**config.mk**
```make
export PLATFORM = sky130hd
export DESIGN_NAME = bus_write_flat
export DESIGN_NICKNAME = d
export VERILOG_FILES = /design/src/rtl/bus_write_if.sv /design/src/rtl/bus_write.sv /design/src/flat_wrapper.sv
export SDC_FILE = /design/constraint.sdc
export NUM_CORES = 1
export LEC_CHECK = 0
export ABC_CLOCK_PERIOD_IN_PS = 2760
export BUFFER_PORTS_ARGS = -buffer_cell sky130_fd_sc_hd__clkbuf_2
export CAP_MARGIN = 40
export CORE_MARGIN = 5
export CORE_UTILIZATION = 55
export CTS_BUF_LIST = sky130_fd_sc_hd__clkbuf_8
export DETAILED_ROUTE_END_ITERATION = 10
export PLACE_DENSITY_LB_ADDON = 0.2
export SLEW_MARGIN = 20
export SYNTH_ARGS = -nofsm -noshare
export SYNTH_HDL_FRONTEND = slang
export SYNTH_SLANG_ARGS = --single-unit
export TNS_END_PERCENT = 100
```
**constraint.sdc**
```tcl
create_clock -name clk -period 2.76 [get_ports clk]
set_input_delay 0.552 -clock clk [delete_from_list [all_inputs] [get_ports clk]]
set_output_delay 0.552 -clock clk [all_outputs]
set_load 0.01 [all_outputs]
```
**src/rtl/bus_write_if.sv**
```systemverilog
// bus_write_if: PE-side push port and broadcast-bus signals of one bus_write source stage
interface bus_write_if #(
  parameter int DATA_LEN     = 16,
  parameter int BUS_ADDR_LEN = 3
);
  logic                    stall;
  logic [DATA_LEN-1:0]     pe_data_in;
  logic                    pe_wr_en;
  logic                    tx_full;
  logic                    tx_overflow;
  logic                    dest_full;
  logic                    bus_req;
  logic                    bus_grant;
  logic [DATA_LEN-1:0]     data_to_bus;
  logic [BUS_ADDR_LEN-1:0] addr_to_bus;
  logic                    valid_to_bus;

  modport master (
    input  stall, pe_data_in, pe_wr_en, dest_full, bus_grant,
    output tx_full, tx_overflow, bus_req, data_to_bus, addr_to_bus, valid_to_bus
  );

  modport slave (
    output stall, pe_data_in, pe_wr_en, dest_full, bus_grant,
    input  tx_full, tx_overflow, bus_req, data_to_bus, addr_to_bus, valid_to_bus
  );
endinterface

```
**src/rtl/bus_write.sv**
```systemverilog
// bus_write: buffers local PE words and bursts them onto the shared bus tagged with PE_NO
module bus_write #(
  parameter int DATA_LEN     = 16,
  parameter int BUS_ADDR_LEN = 3,
  parameter int PE_NO        = 0,
  parameter int FIFO_DEPTH   = 8,
  parameter int MAX_BURST    = 4
) (
  input logic       clk,
  input logic       rstn,
  bus_write_if.master bus
);
  localparam int AW = $clog2(FIFO_DEPTH);
  localparam int BW = $clog2(MAX_BURST + 1);
  localparam logic [AW:0]   DEPTH = (AW + 1)'(FIFO_DEPTH);
  localparam logic [BW-1:0] BMAX  = BW'(MAX_BURST);

  typedef enum logic [1:0] {IDLE, REQ, XFER, REL} state_t;

  state_t              state;
  logic [DATA_LEN-1:0] mem [FIFO_DEPTH];
  logic [AW:0]         wr_ptr, rd_ptr, count, count_nx;
  logic [BW-1:0]       burst;
  logic                push, push_ok, pop, has_data;

  // A freshly pushed word only becomes visible through count next cycle, so there is no bypass path.
  always_comb begin
    push     = bus.pe_wr_en && !bus.stall;
    has_data = count != '0;
    pop      = bus.bus_grant && !bus.dest_full && has_data &&
               (state == REQ || (state == XFER && burst < BMAX));
    push_ok  = push && (count < DEPTH || pop);
    count_nx = count + (AW + 1)'(push_ok) - (AW + 1)'(pop);
  end

  // Storage array needs no reset; the pointers decide what is valid.
  always_ff @(posedge clk)
    if (push_ok) mem[wr_ptr[AW-1:0]] <= bus.pe_data_in;

  // Pointers carry a wrap bit and roll over naturally since the depth is a power of two.
  always_ff @(posedge clk or negedge rstn)
    if (!rstn) begin
      wr_ptr          <= '0;
      rd_ptr          <= '0;
      count           <= '0;
      bus.tx_full     <= 1'b0;
      bus.tx_overflow <= 1'b0;
    end else begin
      wr_ptr          <= wr_ptr + (AW + 1)'(push_ok);
      rd_ptr          <= rd_ptr + (AW + 1)'(pop);
      count           <= count_nx;
      bus.tx_full     <= count_nx == DEPTH;
      bus.tx_overflow <= bus.tx_overflow | (push && !push_ok);
    end

  // Arbitration FSM; bus_req is registered alongside the state it mirrors.
  always_ff @(posedge clk or negedge rstn)
    if (!rstn) begin
      state       <= IDLE;
      burst       <= '0;
      bus.bus_req <= 1'b0;
    end else
      case (state)
        IDLE:
          if (has_data && !bus.dest_full) begin
            state       <= REQ;
            bus.bus_req <= 1'b1;
          end
        REQ:
          if (bus.dest_full) begin
            state       <= REL;
            bus.bus_req <= 1'b0;
          end else if (bus.bus_grant) begin
            state <= XFER;
            burst <= BW'(1);
          end
        XFER:
          if (pop) burst <= burst + BW'(1);
          else begin
            state       <= REL;
            bus.bus_req <= 1'b0;
          end
        default: begin
          state <= IDLE;
          burst <= '0;
        end
      endcase

  // Popped word appears on the bus the cycle after the pop; data/addr hold otherwise.
  always_ff @(posedge clk or negedge rstn)
    if (!rstn) begin
      bus.valid_to_bus <= 1'b0;
      bus.data_to_bus  <= '0;
      bus.addr_to_bus  <= '0;
    end else begin
      bus.valid_to_bus <= pop;
      if (pop) begin
        bus.data_to_bus <= mem[rd_ptr[AW-1:0]];
        bus.addr_to_bus <= BUS_ADDR_LEN'(PE_NO);
      end
    end
endmodule

```
**src/flat_wrapper.sv**
```systemverilog
// flat-port wrapper written by rule: the top's interface ports become plain ports
module bus_write_flat 
#(
  parameter int DATA_LEN     = 16,
  parameter int BUS_ADDR_LEN = 3,
  parameter int PE_NO        = 0,
  parameter int FIFO_DEPTH   = 8,
  parameter int MAX_BURST    = 4
)
  (clk, rstn, bus_stall, bus_pe_data_in, bus_pe_wr_en, bus_dest_full, bus_bus_grant, bus_tx_full, bus_tx_overflow, bus_bus_req, bus_data_to_bus, bus_addr_to_bus, bus_valid_to_bus);
  bus_write_if #(.DATA_LEN(DATA_LEN), .BUS_ADDR_LEN(BUS_ADDR_LEN)) bus_i ();
  input logic clk;
  input logic rstn;
  input wire logic [$bits(bus_i.stall)-1:0] bus_stall;
  input wire logic [$bits(bus_i.pe_data_in)-1:0] bus_pe_data_in;
  input wire logic [$bits(bus_i.pe_wr_en)-1:0] bus_pe_wr_en;
  input wire logic [$bits(bus_i.dest_full)-1:0] bus_dest_full;
  input wire logic [$bits(bus_i.bus_grant)-1:0] bus_bus_grant;
  output wire logic [$bits(bus_i.tx_full)-1:0] bus_tx_full;
  output wire logic [$bits(bus_i.tx_overflow)-1:0] bus_tx_overflow;
  output wire logic [$bits(bus_i.bus_req)-1:0] bus_bus_req;
  output wire logic [$bits(bus_i.data_to_bus)-1:0] bus_data_to_bus;
  output wire logic [$bits(bus_i.addr_to_bus)-1:0] bus_addr_to_bus;
  output wire logic [$bits(bus_i.valid_to_bus)-1:0] bus_valid_to_bus;
  assign bus_i.stall = bus_stall;
  assign bus_i.pe_data_in = bus_pe_data_in;
  assign bus_i.pe_wr_en = bus_pe_wr_en;
  assign bus_i.dest_full = bus_dest_full;
  assign bus_i.bus_grant = bus_bus_grant;
  assign bus_tx_full = bus_i.tx_full;
  assign bus_tx_overflow = bus_i.tx_overflow;
  assign bus_bus_req = bus_i.bus_req;
  assign bus_data_to_bus = bus_i.data_to_bus;
  assign bus_addr_to_bus = bus_i.addr_to_bus;
  assign bus_valid_to_bus = bus_i.valid_to_bus;
  bus_write #(.DATA_LEN(DATA_LEN), .BUS_ADDR_LEN(BUS_ADDR_LEN), .PE_NO(PE_NO), .FIFO_DEPTH(FIFO_DEPTH), .MAX_BURST(MAX_BURST)) u_core (.clk(clk), .rstn(rstn), .bus(bus_i));
endmodule
```
==> results.ini <==
[pwr]
powerDensity_nw_per_um2 = 935
ir_worst_vdd_v = 0.000482
p_leak_nw = 2.78

[cts]
clock_sinks = 163
cts_tree = yes
ctsResizeCount = 0
cts.clk_slew.worst_paths_ns = 0.09
cts_hold_buf = 0
cts_setup_buffers = 0
clk_latency_ns = 0.44
cts_buffers = 17
clk_path_buf_depth = 2
cts_root_buf = clkbuf_8
htree_levels = 4

[synthesis]
avgSynthCellArea_um2 = 19.1
netlist_area_um2 = 6530
synth_area_leaders = edfxtp_1 (59%), dfrtp_1 (13%), mux4_2 (11%), mux2i_1 (2.8%), ha_1 (2.7%)
seq_area_frac_synth_pct = 72.3
dominantRegCellSynth = edfxtp_1
synthTopCellsByCount = edfxtp_1 (128), dfrtp_1 (35), mux4_2 (32)
synth-seq-cells = 163
synth_edf_count = 128
yosysMostFrequentCell = edfxtp_1
synthArstFlopShare_pct = 21.5
synthCells = 341
synthDistinctLibCells = 44
yosys.area.top_type = edfxtp_1
synth_top_area_share_pct = 58.9
synth_warnings = 0

[final_layout]
design_area_um2 = 7430
num_antenna_cells = 0
synthToLayoutAreaGrowth_pct = 13.9
fin_cells = 563
final_net_count = 444
drive_gt1_share_pct = 32.6

[global_route]
track_usage_pct = 17.6
grt_pass1_wl_um = 18400
gr-total-overflow = 0
grt_max_degree = 24
grt_pass1_vias = 3349
antenna_found_initial = 0

[setup_path]
crit_top_cell = inv_1
cp_max_fo = 3
critPathRequiredTime_ns = 3.11
critPathSlowestCell = fa_1
startpoint_type = register
cp_cell_sequence = inv_1 -> ha_1 -> or3b_4 -> o211ai_2 -> inv_2 -> ha_1 -> inv_1 -> ha_1 -> inv_1 -> fa_1 -> inv_1 -> nor4b_2
endpoint_kind = register
max_stage_delay_ns = 0.47
cp_num_buf_inv = 5
arrival_ns = 2.94
cp_top_family = adder cells
path_class = register to register

[timing]
setup_violations = 0
grt_setup_unrepaired = false
layout_min_cycle_time_ns = 2.59
finClkSkew_ns = 0.0129
tightest_slew_ns = 0.593
setup_tns_ns = 0
timing.final.crit_share_pct = 93.9
hold_viol_final = 0
drv_slew = 0
slew_headroom_pct = 60.4
max_freq_mhz = 386

[route]
vias = 3201
wl_per_cell_um = 20.5
dr.pass1.iters = 5
drt-total-wl_um = 11500
avgViaCountPerCell = 5.69
drcViolationCount = 0
first_iter_violations = 240
antenna_left = 0

[placement]
dpl_cell_area_um2 = 7060
dp_hpwl_um = 7070
port_buffers = 41
gp_congestion = 0.781
numPlacedInstances = 531

[hold_path]
min_path_type = input port to asynchronous set/reset pin

[floorplanning]
initial_core_util_pct = 56.7
ioPinCount = 45
rows = 39
core_area_um2 = 11500
die_y_um = 119
die_area_um2 = 14100
die_width_um = 119

[status]
status = finished, final reports clean

[run]
maxCapViolCount = 0

## routing by layer
| layer | global-route usage, % | part of all wire [%] | up-vias |
|---|---|---|---|
| li1 | - | - | 1475 |
| met4 | 5.65 | 0.86 | 0 |
| met2 | 27.5 | 51 | 61 |
| met5 | 0 | 0 | - |
| met3 | 5.17 | 4.6 | 10 |
| met1 | 24.2 | 44 | 1655 |
## power breakdown
group	switching (mW)	total (mW)	leakage, nW	internal, mW
Combinational	1.04	2.13	1.02	1.09
Sequential	0.266	3.25	1.58	2.99
Clock	0.852	1.57	0.183	0.715
## layout by cell type, fill, tap and decap left out, types with 6 or more instances in the layout
| cell | Yosys | layout |
|---|---|---|
| mux2i_1 | 18 | 18 |
| buf_12 | 0 | 8 |
| nor2b_1 | 6 | 6 |
| inv_1 | 13 | 12 |
| o21ai_0 | 17 | 17 |
| edfxtp_1 | 128 | 128 |
| clkbuf_2 | 0 | 41 |
| nand2_1 | 17 | 17 |
| clkbuf_8 | 0 | 17 |
| mux4_2 | 32 | 32 |
| buf_4 | 4 | 12 |
| dfrtp_1 | 35 | 34 |
| ha_1 | 14 | 13 |
## path summary, 6_finish.rpt
path                            slack (ns)  depth (start not counted)                        end              startpoint
worst max-delay path                  0.17                         12         u_core.bus.tx_full         u_core.count[2]
min in group clk                      0.38                          1           u_core.mem[0][2]       bus_pe_data_in[2]
worst min-delay path                   0.1                          1     u_core.bus.tx_overflow                    rstn
worst max register to register        0.17                         12         u_core.bus.tx_full         u_core.count[2]
worst min register to register        0.47                          1     u_core.bus.tx_overflow  u_core.bus.tx_overflow
max in group asynchronous             2.03                          2  u_core.bus.data_to_bus[0]                    rstn
## kinds of logic after synthesis
| kind of cell | Yosys count | share of synthesized area, % |
|---|---|---|
| compound gates | 33 | 3.36 |
| xor+xnor | 4 | 0.537 |
| fa+ha+maj | 15 | 2.99 |
| buf+inv | 29 | 2.40 |
| flops | 163 | 72.3 |
| mux | 53 | 14.4 |
| other cells | 1 | 0.0575 |
| simple gates | 43 | 3.97 |
## state kept, by name (all words and copies together), names as in the netlist
name and flops:
u_core.state 2, u_core.bus.data_to_bus 16, u_core.bus.valid_to_bus 1, u_core.bus.tx_full 1, u_core.bus.tx_overflow 1, u_core.mem 128
u_core.burst 3, u_core.rd_ptr 3, u_core.wr_ptr 3, u_core.bus.bus_req 1, u_core.count 4
## through the flow
stage	hold WS, ns	utilization, %	total power, mW	setup WS (ns)
4_1_cts	0.0879	64.5	7.02	0.0558
6_report	0.0962	64.6	6.95	0.168
3_3_place_gp	0.459	61.3	5.39	0.181
5_1_grt	0.120	64.6	7.39	0.0172
2_1_floorplan	0.256	-	4.81	0.0218
3_5_place_dp	0.458	61.3	5.45	0.0411
## layout make-up
class	count	area [um2]
fill	785	4080
multi-input combinational	151	1670
timing repair buffer	61	455
clock buffer	17	234
tap	143	179
clock inverter	15	128
inverter	13	48.8
sequential	163	4720
Note: power is estimated with default switching activity, not from simulation.
